## src/rtl/fetch_unit_pkg.sv

```systemverilog
// fetch_unit_pkg: shared widths, PC increment and prefetch FIFO entry type
// for the instruction fetch stage.
package fetch_unit_pkg;
    localparam int INSTR_W = 32;
    localparam int PC_W = 32;
    localparam logic [PC_W-1:0] PC_STEP = 32'd4;

    typedef struct packed {
        logic [PC_W-1:0]    pc;
        logic [INSTR_W-1:0] instr;
    } fetch_entry_t;
endpackage

```

## src/rtl/fetch_fifo.sv

```systemverilog
// fetch_fifo: circular prefetch buffer of {pc, instr} entries; flush empties it
// and rewinds both pointers, which wrap modulo DEPTH.
module fetch_fifo
    import fetch_unit_pkg::*;
#(
    parameter int DEPTH = 4
) (
    input  logic                          clk,
    input  logic                          rst,
    input  logic                          push_i,
    input  logic                          pop_i,
    input  logic                          flush_i,
    input  fetch_entry_t                  data_i,
    output fetch_entry_t                  head_o,
    output logic [$clog2(DEPTH):0]        count_o
);
    localparam int PW = $clog2(DEPTH);
    localparam int CW = PW + 1;

    fetch_entry_t mem_q [DEPTH];
    logic [PW-1:0] wr_q, wr_d, rd_q, rd_d;
    logic [CW-1:0] count_q, count_d;

    always_comb begin
        wr_d = flush_i ? '0 : wr_q + PW'(push_i);
        rd_d = flush_i ? '0 : rd_q + PW'(pop_i);
        count_d = flush_i ? '0 : count_q + CW'(push_i) - CW'(pop_i);
        head_o = mem_q[rd_q];
        count_o = count_q;
    end

    always_ff @(posedge clk or posedge rst) begin
        if (rst) begin
            wr_q <= '0;
            rd_q <= '0;
            count_q <= '0;
        end else begin
            wr_q <= wr_d;
            rd_q <= rd_d;
            count_q <= count_d;
        end
    end

    // Credit accounting upstream guarantees a push never meets a full buffer.
    always_ff @(posedge clk) begin
        if (push_i && !flush_i) mem_q[wr_q] <= data_i;
        if (!rst) assert (!(push_i && count_q == CW'(DEPTH)));
    end
endmodule

```

## src/rtl/fetch_unit.sv

```systemverilog
// fetch_unit: credit-limited pipelined instruction fetch with a prefetch FIFO
// toward decode and redirect-driven flush/discard of in-flight responses.
module fetch_unit
    import fetch_unit_pkg::*;
#(
    parameter int              DEPTH    = 4,
    parameter logic [PC_W-1:0] RESET_PC = 32'h0000_0000
) (
    input  logic               clock,
    input  logic               reset,
    output logic               mem_req_valid,
    input  logic               mem_req_ready,
    output logic [PC_W-1:0]    mem_req_addr,
    input  logic               mem_resp_valid,
    input  logic [INSTR_W-1:0] mem_resp_data,
    output logic               instr_valid,
    input  logic               instr_ready,
    output logic [INSTR_W-1:0] instr,
    output logic [PC_W-1:0]    instr_pc,
    input  logic               redirect,
    input  logic [PC_W-1:0]    redirect_pc
);
    localparam int CW = $clog2(DEPTH) + 1;

    logic [PC_W-1:0] fetch_pc_q, fetch_pc_d, resp_pc_q, resp_pc_d, redirect_base;
    logic [CW-1:0] outstanding_q, outstanding_d, discard_q, discard_d, count, resp_dec;
    logic [CW:0] credit_sum;
    logic accept, drop, push, pop;
    fetch_entry_t head, push_entry;

    always_comb begin
        redirect_base = redirect_pc & ~PC_W'(3);
        credit_sum = {1'b0, count} + {1'b0, outstanding_q};
        // Every outstanding request owns a FIFO slot, so responses always fit.
        mem_req_valid = !reset && !redirect && credit_sum < (CW+1)'(DEPTH);
        mem_req_addr = fetch_pc_q;
        accept = mem_req_valid && mem_req_ready;
        drop = mem_resp_valid && discard_q != '0;
        push = mem_resp_valid && !drop && !redirect;
        instr_valid = count != '0;
        pop = instr_valid && instr_ready && !redirect;
        instr = instr_valid ? head.instr : '0;
        instr_pc = instr_valid ? head.pc : '0;
        push_entry = '{pc: resp_pc_q, instr: mem_resp_data};
        resp_dec = CW'(mem_resp_valid);
        fetch_pc_d = redirect ? redirect_base : accept ? fetch_pc_q + PC_STEP : fetch_pc_q;
        resp_pc_d = redirect ? redirect_base : push ? resp_pc_q + PC_STEP : resp_pc_q;
        // On redirect every request still in flight becomes a response to drop.
        outstanding_d = redirect ? outstanding_q - resp_dec : outstanding_q + CW'(accept) - resp_dec;
        discard_d = redirect ? outstanding_q - resp_dec : discard_q - CW'(drop);
    end

    always_ff @(posedge clock or posedge reset) begin
        if (reset) begin
            fetch_pc_q <= RESET_PC;
            resp_pc_q <= RESET_PC;
            outstanding_q <= '0;
            discard_q <= '0;
        end else begin
            fetch_pc_q <= fetch_pc_d;
            resp_pc_q <= resp_pc_d;
            outstanding_q <= outstanding_d;
            discard_q <= discard_d;
        end
    end

    fetch_fifo #(.DEPTH(DEPTH)) u_fifo (
        .clk     (clock),
        .rst     (reset),
        .push_i  (push),
        .pop_i   (pop),
        .flush_i (redirect),
        .data_i  (push_entry),
        .head_o  (head),
        .count_o (count)
    );
endmodule

```

## config.mk

```make
export PLATFORM = sky130hd
export DESIGN_NAME = fetch_unit
export DESIGN_NICKNAME = d
export VERILOG_FILES = /design/src/rtl/fetch_unit_pkg.sv /design/src/rtl/fetch_fifo.sv /design/src/rtl/fetch_unit.sv
export SDC_FILE = /design/constraint.sdc
export NUM_CORES = 1
export LEC_CHECK = 0
export ABC_AREA = 1
export CORE_MARGIN = 2
export CORE_UTILIZATION = 51
export DETAILED_ROUTE_END_ITERATION = 10
export DONT_BUFFER_PORTS = 1
export PLACE_DENSITY = 0.67
export SETUP_SLACK_MARGIN = 0.4
export SLEW_MARGIN = 20
export SYNTH_ARGS = -nofsm -noshare
export SYNTH_HDL_FRONTEND = slang
export SYNTH_SLANG_ARGS = --single-unit
```

## constraint.sdc

```tcl
create_clock -name clock -period 5.9 [get_ports clock]
set_input_delay 0.885 -clock clock [delete_from_list [all_inputs] [get_ports clock]]
set_output_delay 0.885 -clock clock [all_outputs]
set_load 0.03 [all_outputs]
```

# After elaboration in Yosys (flattened, before gate mapping)
# Memories as Yosys holds them, arrays and structs flattened.
# Index checks and enable logic that the tools add are counted.
# W data, S select, Z words.
[op_classes]
addsub = 11
order_cmp = 1
muxes = 13
reduce_logical = 16
[ops]
columns = ["cell", "count"]
rows = [
  ["$mux W32", 6],
  ["$add A32 B3 Y32 const B", 2],
  ["$sub A3 B1 Y3", 4],
  ["$logic_and A1 B1 Y1", 9],
  ["$mux W3", 3],
  ["$add A3 B1 Y3", 2],
  ["$reduce_bool A3 Y1", 2],
  ["$add A2 B1 Y2", 2],
  ["$add A3 B3 Y4", 1],
  ["$lt A4 B3 Y1 const B", 1],
  ["$mux W2", 2],
  ["$reduce_bool A2 Y1", 2],
  ["$logic_not A1 Y1", 3],
  ["$mux W1", 2],
]
[word_totals]
reg_bits = 77
ram_bits = 256
in_bits = 70
out_inout_bits = 98
word_cells = 49
mem_count = 1
[memory_table]
columns = ["memory", "depth", "word_bits", "rd", "rd_clocked_by_memory_dff", "wr", "line_no", "text"]
rows = [
  ["u_fifo.mem_q", 4, 64, 1, 0, 1, "fetch_fifo.sv:20", "fetch_entry_t mem_q [DEPTH];"],
]

# Logic depth before layout (Yosys ltp)
[depth]
depth_word = 8
ltp_mapped = 12
depth_no_buf = 12

# Hierarchy
# Synthesis repeated with hierarchy kept, for this count alone.
[hier_totals]
hier_cells = 1673
hier_area_um2 = 15690.0
[by_module_without_submodules]
columns = ["module", "instances", "cells_each", "area_per_inst_um2", "seq_area_each_um2"]
rows = [
  ["fetch_fifo", 1, 789, 10363.7, 7862.5],
  ["fetch_unit", 1, 884, 5326.4, 1651.6],
]

# Least setup slack after synthesis
# OpenSTA, ideal clock, no wires.
[synth_timing]
kind = "input to register"
startpoint = "input mem_resp_valid"
endpoint = "memory u_fifo.mem_q[2][0] (netlist bit) (enable)"
setup_time_ps = 558
arrival_ps = 5630
required_ps = 5342
setup_slack_ps = -289
cell_stages = 5
path_buffers = 1
cell_sequence = "nand4_1 nor2_1 buf_2 inv_1 nor3_1"
[synth_between]
elab_chain_len = 7
[synth_lines]
columns = ["item", "line_no", "text"]
rows = [
  ["start, declared", "fetch_unit.sv:14", "input logic mem_resp_valid,"],
  ["$logic_and A1 B1 Y1", "fetch_unit.sv:38", "drop = mem_resp_valid && discard_q != '0;"],
  ["$logic_not A1 Y1", "fetch_unit.sv:39", "push = mem_resp_valid && !drop && !redirect;"],
  ["$logic_and A1 B1 Y1 * (2 in series)", "fetch_unit.sv:39", ""],
  ["$logic_and A1 B1 Y1 *", "fetch_fifo.sv:46", "if (push_i && !flush_i) mem_q[wr_q] <= data_i;"],
  ["$mux W1 *", "fetch_fifo.sv:46", ""],
  ["$mux W1 (not written as such) *", "fetch_fifo.sv:46", ""],
  ["end, declared", "fetch_fifo.sv:20", ""],
]
# Mark *: on every way between the ends. The rest lies on a longest branch, timed or not.

# Worst setup path after layout
[layout_timing]
startpoint = "register u_fifo.rd_q[0]"
endpoint = "output instr_pc[2]"
[layout_between]
elab_chain_len = 2
[layout_lines]
columns = ["item", "line_no", "text"]
rows = [
  ["start, declared", "fetch_fifo.sv:21", "logic [PW-1:0] wr_q, wr_d, rd_q, rd_d;"],
  ["start signal, assigned", "fetch_fifo.sv:39", "rd_q <= rd_d;"],
  ["$mem_v2 Z4 W64", "n/a", ""],
  ["$mux W32", "fetch_unit.sv:43", "instr_pc = instr_valid ? head.pc : '0;"],
  ["end, declared", "fetch_unit.sv:19", "output logic [PC_W-1:0] instr_pc,"],
]
# No other way between the ends.

==> results.md <==
* Setup bufs post-CTS at 0
* GRT Total Usage at 0.222
* Most used DFF post-synth: edfxtp_1
* Avg Cell Area, Syn at 9.98 sq um
* CTS tree: done
* Count of buffers from port buffering at 0
* Max Cap Violations at 0
* Mapped cell area at 14600 sq um
* Clk network pwr share at 0.317
* Rel. slew slack at 0.343
* # IOs at 168
* Worst skew pair latency at 510 ps
* # diodes at 0
* Core Footprint at 28000 sq um
* DRT iter0 DRCs at 797
* Most frequent cell after synthesis: nor2_1
* Layout area overhead at 9.90%
* Via-per-instance ratio at 5.47
* Vias in the first global route at 9730
* Leak at 6.05 nW
* Post-synthesis sequential area ratio at 0.635
* Root Driver: clkbuf_16
* WL final at 33500 microns
* Hold Path Class: input pin to asynchronous set/reset pin
* Final Cycle Share at 0.700
* Site Rows at 61
* Share of flip-flops with an asynchronous set or reset at 0.227
* Final instance area at 16100 sq um
* Max Fclk at 0.242 GHz
* PD cells at 411 nW/um^2
* GPL Wtd Cong at 0.954
* Logic pwr share at 0.230
* DR WL/cell at 18.1 microns
* Final-report max-slew violation count at 0
* Worst reg2reg path depth at 11
* Grt ovf at 0
* Internal power at 4.24 mW
* HPWL after detailed placement at 19800 microns
* Fraction of layout cells with a size suffix above 1 at 0.0734
* Worst Skew at 21.6 ps
* TritonCTS Buffers at 35
* CTS Hold Bufs at 0
* Drt drc at 0
* VDD IR max at 0.301 mV
* H-tree Lvls at 2
* Die W at 173 microns
* Outcome: completed
* Number of synthesized flops with an enable pin at 248
* Maximum clock insertion buffer count at 3
* Cell accounting for the most synthesized area: edfxtp_1
* Post-synth cell types at 41
* Crit path time final at 4130 ps
* Critical path startpoint category: flip-flop
* Clock-pin slew on the worst setup and hold paths at 60 ps
* Worst path required time at 5020 ps
* Setup violators final at 0
* CP Capture Type: output port
* Critical Path AT at 3240 ps
* First-pass GRT wire length at 52600 microns
* Cells after Synth at 1464
* Flop pwr share at 0.453
* Most frequent cells after synthesis: 322 x nor2_1, 248 x edfxtp_1, 237 x nand2_1
* Critical path fanouts, max at 64
* Psw at 2.35 mW
* Fill cells at 2339
* Unrepaired setup endpoints after global routing: no
* Final Hold Vio Count at 0
* Die area at 30000 sq um
* Critical path class: flip-flop to output port
* CTS resizes at 0
* Via count at 10100
* Clock sink count at 321
* Synth top area cells: edfxtp_1 51%, dfrtp_1 13%, nor2_1 8.3%
* Initial Util at 0.522
* Tot Pwr at 6.59 mW
* Detail Route Antenna Nets at 0
* Yosys synthesis warning count at 0
* Dpl cell area at 14900 sq um
* DIE HEIGHT at 173 microns
* Worst Max-Slew Pin Slew at 986 ps
* Share of the synthesized area in the top cell type at 0.510
* Largest net degree at the start of global routing at 74
* Initial antenna violation count at 0
* Pre-antenna DRT Iters at 5
* Yosys reg bits at 321
* Final nets at 1537
* Switching power share of the total at 0.357
## path summary, 6_finish.rpt
check	slack (ps)	to	start
max	1770	instr_pc[2]	u_fifo.rd_q[0]
min	270	outstanding_q[1]	reset
max reg2reg	2780	outstanding_q[2]	outstanding_q[2]
min reg2reg	590	discard_q[2]	discard_q[2]
max in group asynchronous	5050	resp_pc_q[15]	reset
min in group clock	440	u_fifo.count_o[1]	redirect
## layout make-up
| class | instances | area [sq um] | share of cell area |
|---|---|---|---|
| Sequential cell | 321 | 9280 | 0.578 |
| Multi-Input combinational cell | 983 | 4690 | 0.292 |
| Clock buffer | 46 | 958 | 0.0597 |
| Tap cell | 378 | 473 | 0.0295 |
| Inverter | 96 | 368 | 0.0229 |
| Clock inverter | 12 | 145 | 0.00904 |
| Timing Repair Buffer | 14 | 145 | 0.00904 |
## sequential cells by signal (all words and copies together) (netlist names)
name	flops
u_fifo.mem_q	248
mem_req_addr	30
resp_pc_q	30
discard_q	3
outstanding_q	3
u_fifo.count_o	3
u_fifo.rd_q	2
u_fifo.wr_q	2
## stage by stage
| step | util | worst slack, ps | setup TNS [ps] | instances | hold slack (ps) |
|---|---|---|---|---|---|
| finish | 0.573 | 1770 | 0 | 1850 | 273 |
| global route | 0.573 | 1580 | 0 | 1850 | 282 |
| CTS | 0.571 | 1720 | 0 | 1848 | 412 |
| detailed placement | 0.532 | 2280 | 0 | 1790 | 582 |
| global placement | 0.532 | 2320 | 0 | 1790 | 569 |
| floorplan | - | -289 | -71620 | 1467 | 496 |
## cell families after synthesis
logic type,after synthesis,synth area share
other,1,0.000257
and+or+nand+nor,692,0.200
DFF,321,0.635
buffers and inverters,163,0.0470
AOI/OAI and AO/OA,245,0.0874
adders and majority gates,16,0.0147
xor gates and xnor gates,26,0.0156
## worst max-delay path, stage by stage, from the launching register on
cell,delay [ps]
dfrtp_4,900
buf_4,690
nor2_1,110
nor2_1,100
o21ai_0,90
a21oi_1,800
## power by group through the flow
stage / Combinational, mW / Sequential [mW] / Clock (mW)
after floorplan: 1.25 / 2.92 / 0
after global placement: 1.47 / 3.02 / 0
after detailed placement: 1.50 / 3.02 / 0
after CTS: 1.50 / 2.98 / 2.14
after global routing: 1.67 / 3.02 / 2.22
final: 1.52 / 2.99 / 2.09
## layout by cell type (no fill, tap or decap), types with 12 or more instances in the layout
cell type,instances
nor2_1,321
edfxtp_1,248
nand2_1,237
o21ai_0,147
inv_1,90
nand3_1,78
a21oi_1,74
dfrtp_1,71
clkbuf_16,36
xor2_1,17
ha_1,14
buf_4,12
## routing by layer
metal | part of all wire | track usage | vias to the layer above
met5 | 0 | 0 | -
li1 | - | - | 4902
met3 | 0.079 | 0.0546 | 48
met1 | 0.43 | 0.298 | 4828
met4 | 0.021 | 0.0639 | 0
met2 | 0.47 | 0.361 | 348
(Power assumes the default switching activity.)
